--- src/rtl/filtros_pkg.sv ---
// Shared constants and elaboration-time helpers for the pixel filter blocks.
package filtros_pkg;

    localparam int unsigned BITS_PIXEL_DEF  = 8;
    localparam int unsigned TAM_VENTANA_MAX = 8;

    function automatic int unsigned clog2(input int unsigned n);
        int unsigned r;
        r = 0;
        while ((32'd1 << r) < n) r++;
        return r;
    endfunction

    // Node count of tree level k for a window of n elements (level 0 is the window).
    function automatic int unsigned tam_nivel(input int unsigned n, input int unsigned k);
        return (n + (32'd1 << k) - 1) >> k;
    endfunction

    // Flat index of the first node of level k when all levels are laid out back to back.
    function automatic int unsigned base_nivel(input int unsigned n, input int unsigned k);
        int unsigned suma;
        suma = 0;
        for (int unsigned i = 0; i < k; i++) suma += tam_nivel(n, i);
        return suma;
    endfunction

endpackage

--- src/rtl/comparador_num_mayor.sv ---
// Unsigned two-operand maximum; one instance per pair in the reduction tree.
module comparador_num_mayor
    import filtros_pkg::*;
#(
    parameter int unsigned BITS_NUMERO = BITS_PIXEL_DEF
) (
    input  logic [BITS_NUMERO-1:0] i_a,
    input  logic [BITS_NUMERO-1:0] i_b,
    output logic [BITS_NUMERO-1:0] o_mayor
);

    assign o_mayor = (i_a >= i_b) ? i_a : i_b;

endmodule

--- src/rtl/filtro_maximo_ventana.sv ---
// Streaming 1-D sliding-window maximum with a registered comparator tree and
// valid/ready handshake; back-pressure freezes the whole pipeline.
module filtro_maximo_ventana
    import filtros_pkg::*;
#(
    parameter int unsigned BITS_NUMERO = BITS_PIXEL_DEF,
    parameter int unsigned TAM_VENTANA = 3
) (
    input  logic                   clk,
    input  logic                   rst_n,
    input  logic [BITS_NUMERO-1:0] entrada,
    input  logic                   entrada_valida,
    input  logic                   inicio_linea,
    output logic                   entrada_lista,
    output logic [BITS_NUMERO-1:0] salida,
    output logic                   salida_valida,
    input  logic                   salida_lista
);

    localparam int unsigned NIVELES     = clog2(TAM_VENTANA);
    localparam int unsigned NODOS       = base_nivel(TAM_VENTANA, NIVELES + 1);
    localparam int unsigned NODOS_ARBOL = NODOS - TAM_VENTANA;
    localparam int unsigned W_CONT      = clog2(TAM_VENTANA + 1);
    localparam logic [W_CONT-1:0] CONT_LLENO = W_CONT'(TAM_VENTANA);

    logic [TAM_VENTANA-1:0][BITS_NUMERO-1:0] r_ventana;
    logic [TAM_VENTANA-1:0][BITS_NUMERO-1:0] w_ventana_sig;
    logic [NODOS_ARBOL-1:0][BITS_NUMERO-1:0] r_arbol;
    logic [NODOS_ARBOL-1:0][BITS_NUMERO-1:0] w_arbol_sig;
    logic [NODOS-1:0][BITS_NUMERO-1:0]       w_nodos;
    logic [NIVELES:0]                        r_valido;
    logic [W_CONT-1:0]                       r_contador;
    logic [W_CONT-1:0]                       w_contador_sig;
    logic                                    w_valido_sig;
    logic                                    w_avanza;
    logic                                    w_acepta;

    assign w_avanza      = !r_valido[NIVELES] || salida_lista;
    assign w_acepta      = entrada_valida && w_avanza;
    assign entrada_lista = w_avanza;

    // Window at the low indices, then each tree level in order; the last node is the result.
    assign w_nodos       = {r_arbol, r_ventana};
    assign salida        = w_nodos[NODOS-1];
    assign salida_valida = r_valido[NIVELES];

    always_comb begin
        w_ventana_sig  = r_ventana;
        w_contador_sig = r_contador;
        w_valido_sig   = 1'b0;
        if (w_acepta) begin
            if (inicio_linea) begin
                w_ventana_sig  = '0;
                w_contador_sig = W_CONT'(1);
            end else begin
                for (int unsigned i = 1; i < TAM_VENTANA; i++)
                    w_ventana_sig[i] = r_ventana[i-1];
                if (r_contador != CONT_LLENO)
                    w_contador_sig = r_contador + 1'b1;
            end
            w_ventana_sig[0] = entrada;
            w_valido_sig     = (w_contador_sig == CONT_LLENO);
        end
    end

    for (genvar k = 1; k <= NIVELES; k++) begin : g_nivel
        localparam int unsigned N_ANT = tam_nivel(TAM_VENTANA, k - 1);
        localparam int unsigned N_ACT = tam_nivel(TAM_VENTANA, k);
        localparam int unsigned B_ANT = base_nivel(TAM_VENTANA, k - 1);
        localparam int unsigned B_ACT = base_nivel(TAM_VENTANA, k) - TAM_VENTANA;
        for (genvar j = 0; j < N_ACT; j++) begin : g_nodo
            if (2 * j + 1 < N_ANT) begin : g_par
                comparador_num_mayor #(
                    .BITS_NUMERO(BITS_NUMERO)
                ) u_comparador (
                    .i_a     (w_nodos[B_ANT + 2 * j]),
                    .i_b     (w_nodos[B_ANT + 2 * j + 1]),
                    .o_mayor (w_arbol_sig[B_ACT + j])
                );
            end else begin : g_impar
                assign w_arbol_sig[B_ACT + j] = w_nodos[B_ANT + 2 * j];
            end
        end
    end

    always_ff @(posedge clk or negedge rst_n) begin
        if (!rst_n) begin
            r_ventana  <= '0;
            r_arbol    <= '0;
            r_valido   <= '0;
            r_contador <= '0;
        end else if (w_avanza) begin
            r_ventana  <= w_ventana_sig;
            r_arbol    <= w_arbol_sig;
            r_valido   <= {r_valido[NIVELES-1:0], w_valido_sig};
            r_contador <= w_contador_sig;
        end
    end

endmodule
--- config.mk ---
export PLATFORM = sky130hd
export DESIGN_NAME = filtro_maximo_ventana
export DESIGN_NICKNAME = d
export VERILOG_FILES = /design/src/rtl/filtros_pkg.sv /design/src/rtl/comparador_num_mayor.sv /design/src/rtl/filtro_maximo_ventana.sv
export SDC_FILE = /design/constraint.sdc
export NUM_CORES = 1
export LEC_CHECK = 0
export CORE_MARGIN = 5
export CORE_UTILIZATION = 30
export CTS_CLUSTER_DIAMETER = 60
export CTS_CLUSTER_SIZE = 14
export DETAILED_ROUTE_END_ITERATION = 16
export HOLD_SLACK_MARGIN = 0.03
export SLEW_MARGIN = 30
export SYNTH_ARGS = -nofsm -noshare
export SYNTH_HDL_FRONTEND = slang
export SYNTH_SLANG_ARGS = --single-unit
--- constraint.sdc ---
create_clock -name clk -period 2.4 [get_ports clk]
set_input_delay 0.48 -clock clk [delete_from_list [all_inputs] [get_ports clk]]
set_output_delay 0.48 -clock clk [all_outputs]
set_load 0.03 [all_outputs]
==> results.json, run 1 <==
{
  "worst_slew_pin_slew_ns": 0.615,
  "via_count": 1703,
  "die_w_um": 103,
  "p_leak_nw": 1.35,
  "skew_ns": 0.00957,
  "grt_first_pass_wirelength_um": 8310,
  "hold_viol": 0,
  "maxSlewViolCount": 0,
  "final_nets": 291,
  "ys_ff_latch": 53,
  "cts_buffers": 5,
  "ir_drop_uv": 228,
  "p_per_area_nw_per_um2": 1030,
  "cts_setup_buffers": 0,
  "arrival_ns": 2.22,
  "overflow": 0,
  "cts.sinks": 53,
  "path_class": "reg2reg",
  "syn_inst": 238,
  "finalCritPeriodShare": 0.849,
  "filler_cell_count": 849,
  "num_antenna_cells": 0,
  "hold_buffers": 0,
  "io_buffers": 22,
  "initial_core_util": 0.311,
  "io_pins": 23,
  "cts_resized": 0,
  "routedWlPerCell_um": 12.8,
  "tritoncts": "built",
  "htree_levels": 2,
  "drtPass1Iterations": 5,
  "synth_warnings": 0,
  "die_h_um": 103,
  "status": "finished, final reports clean",
  "grt_max_degree": 39,
  "worstHoldPathType": "in2async",
  "layout_commonest_cell": "dfrtp_1",
  "cp_max_fo": 8,
  "clockBufferDepth": 2,
  "required_ns": 2.59,
  "synth.avg_cell_area_um2": 10.8,
  "setup_tns_ns": 0,
  "cp-end-kind": "flop",
  "fp.dieArea_um2": 10500,
  "clk_pin_slew_ns": 0.09,
  "core_area_um2": 8260,
  "grt_pass1_vias": 1747,
  "busiest_layer": "met2",
  "finalCriticalPeriod_ns": 2.04,
  "worstSkewPairLatency_ns": 0.31,
  "start_kind": "flop",
  "max_freq_ghz": 0.491,
  "hpwl_um": 3570,
  "yosysSeqAreaShare": 0.517,
  "setup_viol": 0,
  "antenna_found_initial": 0,
  "drv_cap": 0,
  "cts_root_buf": "clkbuf_8",
  "area_growth_pct": 16.7,
  "synth_nets": 267,
  "use_met3": 0.0271,
  "ant_nets": 0,
  "drc": 0,
  "place.gp.congestion": 0.738,
  "drt_iter0_markers": 63,
  "stdcell_count": 368,
  "routed_wirelength_um": 4720,
  "grtUsageTotal": 0.101,
  "relSlewSlack": 0.589,
  "most-common-layout-cells": "53 x dfrtp_1, 24 x nand2_1, 20 x clkdlybuf4s50_1, 19 x nor2_1, 19 x a21oi_1",
  "grtUsageMet2": 0.153,
  "use_met1": 0.140,
  "rsz0062_at_grt": "no",
  "synth_area_um2": 2570,
  "rows": 33,
  "routed_via_density": 4.63,
  "dp.cells": 360,
  "synth_cell_types": 25,
  "drive_gt1_frac": 0.118
}
through the flow:
stage	hold WS [ns]	instance area (um2)	worst slack (ns)	total power, mW	utilization
6_report	0.0967	3000	0.362	3.09	0.363
5_1_grt	0.106	3000	0.231	3.32	0.363
4_1_cts	0.102	3000	0.348	3.14	0.363
3_5_place_dp	0.447	2910	0.309	2.63	0.352
3_3_place_gp	0.437	2910	0.373	2.58	0.352
2_1_floorplan	0.184	2570	0.640	2.24	-
synthesized netlist by cell type:
library cell | instances | area [um2]
a21o_1 | 2 | 15.0
nand4_1 | 1 | 6.26
dfrtp_1 | 53 | 1330
nand2b_1 | 12 | 75.1
buf_6 | 3 | 33.8
a21oi_1 | 19 | 95.1
o311ai_4 | 2 | 52.6
nor2_1 | 19 | 71.3
o31ai_1 | 8 | 60.1
clkbuf_1 | 6 | 22.5
o21ai_0 | 16 | 80.1
nand4b_1 | 1 | 8.76
nand3_1 | 2 | 10.0
nor4b_1 | 1 | 8.76
a31oi_2 | 1 | 12.5
nand4_2 | 1 | 12.5
buf_2 | 2 | 10.0
a31oi_1 | 3 | 18.8
nand2_1 | 24 | 90.1
inv_1 | 17 | 63.8
mux2_2 | 10 | 113
buf_1 | 1 | 3.75
a211o_1 | 2 | 17.5
mux2i_1 | 16 | 160
ha_1 | 16 | 200
sequential cells by signal (all words and copies together) (netlist names):
| register | cells |
|---|---|
| salida | 8 |
| r_ventana | 24 |
| r_arbol | 16 |
| r_valido | 3 |
| r_contador | 2 |
kinds of logic (layout without fill, tap and decap cells):
family,Yosys count,after routing,share of synthesized area
compound gates,53,53,0.137
simple gates,61,61,0.110
mux,26,26,0.106
fa+ha+maj,16,16,0.0780
buf+inv,29,54,0.0521
flops,53,53,0.517
power breakdown:
group          total (mW)  internal (mW)  leakage [nW]  switching (mW)
logic                1.29          0.596         0.645           0.690
registers            1.30           1.13         0.670           0.173
clock network       0.501          0.206        0.0374           0.295
worst paths after layout:
path	start	to	slack, ns	cells past startpoint
max	r_ventana[10]	r_arbol[1]	0.36	7
min	rst_n	r_arbol[11]	0.1	1
min in group clk	r_valido[1]	r_valido[2]	0.48	1
max reg2reg	r_ventana[10]	r_arbol[1]	0.36	7
min reg2reg	r_valido[1]	r_valido[2]	0.48	1
max in group asynchronous	rst_n	r_ventana[11]	1.73	2
metal layers:
layer / routed length [um] / share of wire
met5: 0 / 0
met4: 34 / 0.0072
met3: 171 / 0.036
met2: 2190 / 0.46
met1: 2320 / 0.49
layout make-up:
cell class	instances	area, um2	area share
well taps	105	131	0.0438
clock inverters	2	15.0	0.00501
inverters	17	63.8	0.0213
clock buffers	6	72.6	0.0242
multi-input cells	156	1110	0.370
repair buffers	29	278	0.0927
flip-flops and latches	53	1330	0.443
critical path, stage by stage, from the launching register on:
cell	delay [ns]
dfrtp_1	0.38
inv_1	0.07
ha_1	0.31
a211o_1	0.29
a31oi_1	0.28
o311ai_4	0.22
mux2i_1	0.27
a21oi_1	0.10
No activity file was read; power rests on OpenSTA's default activity.
==> inputs of run 2 (changes only) <==
==> constraint.sdc (replaced) <==
create_clock -name clk -period 1.8 [get_ports clk]
set_input_delay 0.36 -clock clk [delete_from_list [all_inputs] [get_ports clk]]
set_output_delay 0.36 -clock clk [all_outputs]
set_load 0.03 [all_outputs]
==> run 2 against run 1 <==
Against the previous run:
- the run now ends with setup timing left
- flip-flop and latch count did not move
- final cell count rose by 12%
- combinational power rose by 100%
- total power rose by 67%
- routed wire length rose by 11%
- hold slack got worse by 0.070 ns
- fmax rose by 11%
- utilization rose by 7.3 points
- sequential share of layout area fell by 7.4 points
- register-to-register slack got worse by 0.39 ns
- sequential power rose by 32%
- clock power rose by 72%
- largest cell class unchanged
==> results.json, run 2 (synthesized netlist as in run 1, its figures left out) <==
{
  "grt_pass1_vias": 1853,
  "layout_commonest_cell": "dfrtp_1",
  "io_pins": 23,
  "drive_gt1_frac": 0.322,
  "worst_slew_pin_slew_ns": 0.308,
  "htree_levels": 2,
  "fin_util": 0.435,
  "filler_cell_count": 806,
  "maxSlewViolCount": 0,
  "routedWlPerCell_um": 12.8,
  "p_per_area_nw_per_um2": 1440,
  "fp.dieArea_um2": 10500,
  "cp-end-kind": "flop",
  "finalCriticalPeriod_ns": 1.83,
  "status": "finished with violations",
  "grt_first_pass_wirelength_um": 8960,
  "area.sequential_um2": 1330,
  "core_area_um2": 8260,
  "required_ns": 2.00,
  "via_count": 1862,
  "cp_max_fo": 6,
  "max_freq_ghz": 0.547,
  "largest_reg_flops": 24,
  "area_growth_pct": 40.1,
  "tritoncts": "built",
  "rows": 33,
  "drt_iter0_markers": 65,
  "drv_cap": 0,
  "die_h_um": 103,
  "worstHoldPathType": "in2async",
  "fin_ws_ns": -0.0282,
  "place.gp.congestion": 0.793,
  "arrival_ns": 2.03,
  "antenna_found_initial": 0,
  "setup_tns_ns": -0.0646,
  "routed_wirelength_um": 5260,
  "clockBufferDepth": 2,
  "ant_nets": 0,
  "ir_drop_uv": 466,
  "start_kind": "flop",
  "overflow": 0,
  "largest-register": "r_ventana",
  "most-common-layout-cells": "53 x dfrtp_1, 45 x buf_4, 24 x nand2_1, 20 x clkdlybuf4s50_1, 19 x nor2_1",
  "worstSkewPairLatency_ns": 0.32,
  "skew_ns": 0.0155,
  "violations": "setup timing",
  "num_antenna_cells": 0,
  "drc": 0,
  "die_w_um": 103,
  "relSlewSlack": 0.794,
  "cts.sinks": 53,
  "grtUsageTotal": 0.107,
  "grt_max_degree": 54,
  "p_leak_nw": 1.62,
  "hpwl_um": 3520,
  "initial_core_util": 0.311,
  "setup_viol": 4,
  "drtPass1Iterations": 4,
  "finalCritPeriodShare": 1.02,
  "cts_root_buf": "clkbuf_8",
  "clk_pin_slew_ns": 0.11,
  "multiInputGateArea_um2": 1290,
  "routed_via_density": 4.52,
  "hold_viol": 0,
  "path_class": "reg2reg",
  "rsz0062_at_grt": "yes",
  "cts_buffers": 5,
  "io_buffers": 22,
  "final_nets": 335
}
run 2: repair_timing:
action | 4_1_cts | 5_1_grt
pin swaps | 12 | 13
setup endpoints to repair | 16 | 16
hold buffers | 0 | 0
gates resized for setup | 14 | 15
setup buffers | 6 | 3
run 2: routing by layer:
layer	up-vias	part of all wire	global-route usage	routed length, um
met5	-	0	0	0
met4	0	0.011	0.0303	60
met3	7	0.031	0.0244	165
met2	27	0.45	0.164	2380
met1	866	0.50	0.151	2650
li1	962	-	-	-
run 2: metrics by stage:
stage                     hold WS [ns]  instances  instance area [um2]  total power [mW]  worst slack (ns)
after floorplan                 0.0644        238                 2570              2.99            0.0403
final                           0.0267        412                 3600              5.17           -0.0282
after global routing            0.0458        412                 3600              5.52            -0.104
after global placement           0.380        395                 3210              3.77            -0.149
after detailed placement         0.381        395                 3210              3.82            -0.179
after CTS                       0.0321        409                 3470              5.02           -0.0266
run 2: final timing paths:
kind,startpoint,to,slack (ns),depth (start not counted)
worst min-delay path,rst_n,salida[7],0.03,2
worst min register to register,r_ventana[22],r_arbol[14],0.47,2
worst max register to register,r_arbol[2],salida[0],-0.03,7
min in group clk,r_ventana[22],r_arbol[14],0.47,2
worst max-delay path,r_arbol[2],salida[0],-0.03,7
max in group asynchronous,rst_n,r_arbol[5],1.52,2
run 2: layout make-up:
class,count,area share
multi-input combinational,156,0.358
inverter,17,0.0177
sequential,53,0.369
clock buffer,6,0.0230
timing repair buffer,73,0.185
clock inverter,2,0.0104
tap,105,0.0365
run 2: critical path, stage by stage, from the launching register on:
cell      delay, ns
dfrtp_1        0.42
ha_4           0.26
a211o_1        0.28
a31oi_4        0.19
o311ai_4       0.12
buf_12         0.16
mux2i_2        0.19
a21oi_1        0.08
run 2: power breakdown:
part | switching, mW | leakage, nW | total (mW) | internal (mW)
Clock | 0.408 | 0.0574 | 0.861 | 0.453
Combinational | 1.19 | 0.890 | 2.59 | 1.40
Sequential | 0.208 | 0.670 | 1.71 | 1.51
Total | 1.81 | 1.62 | 5.17 | 3.36
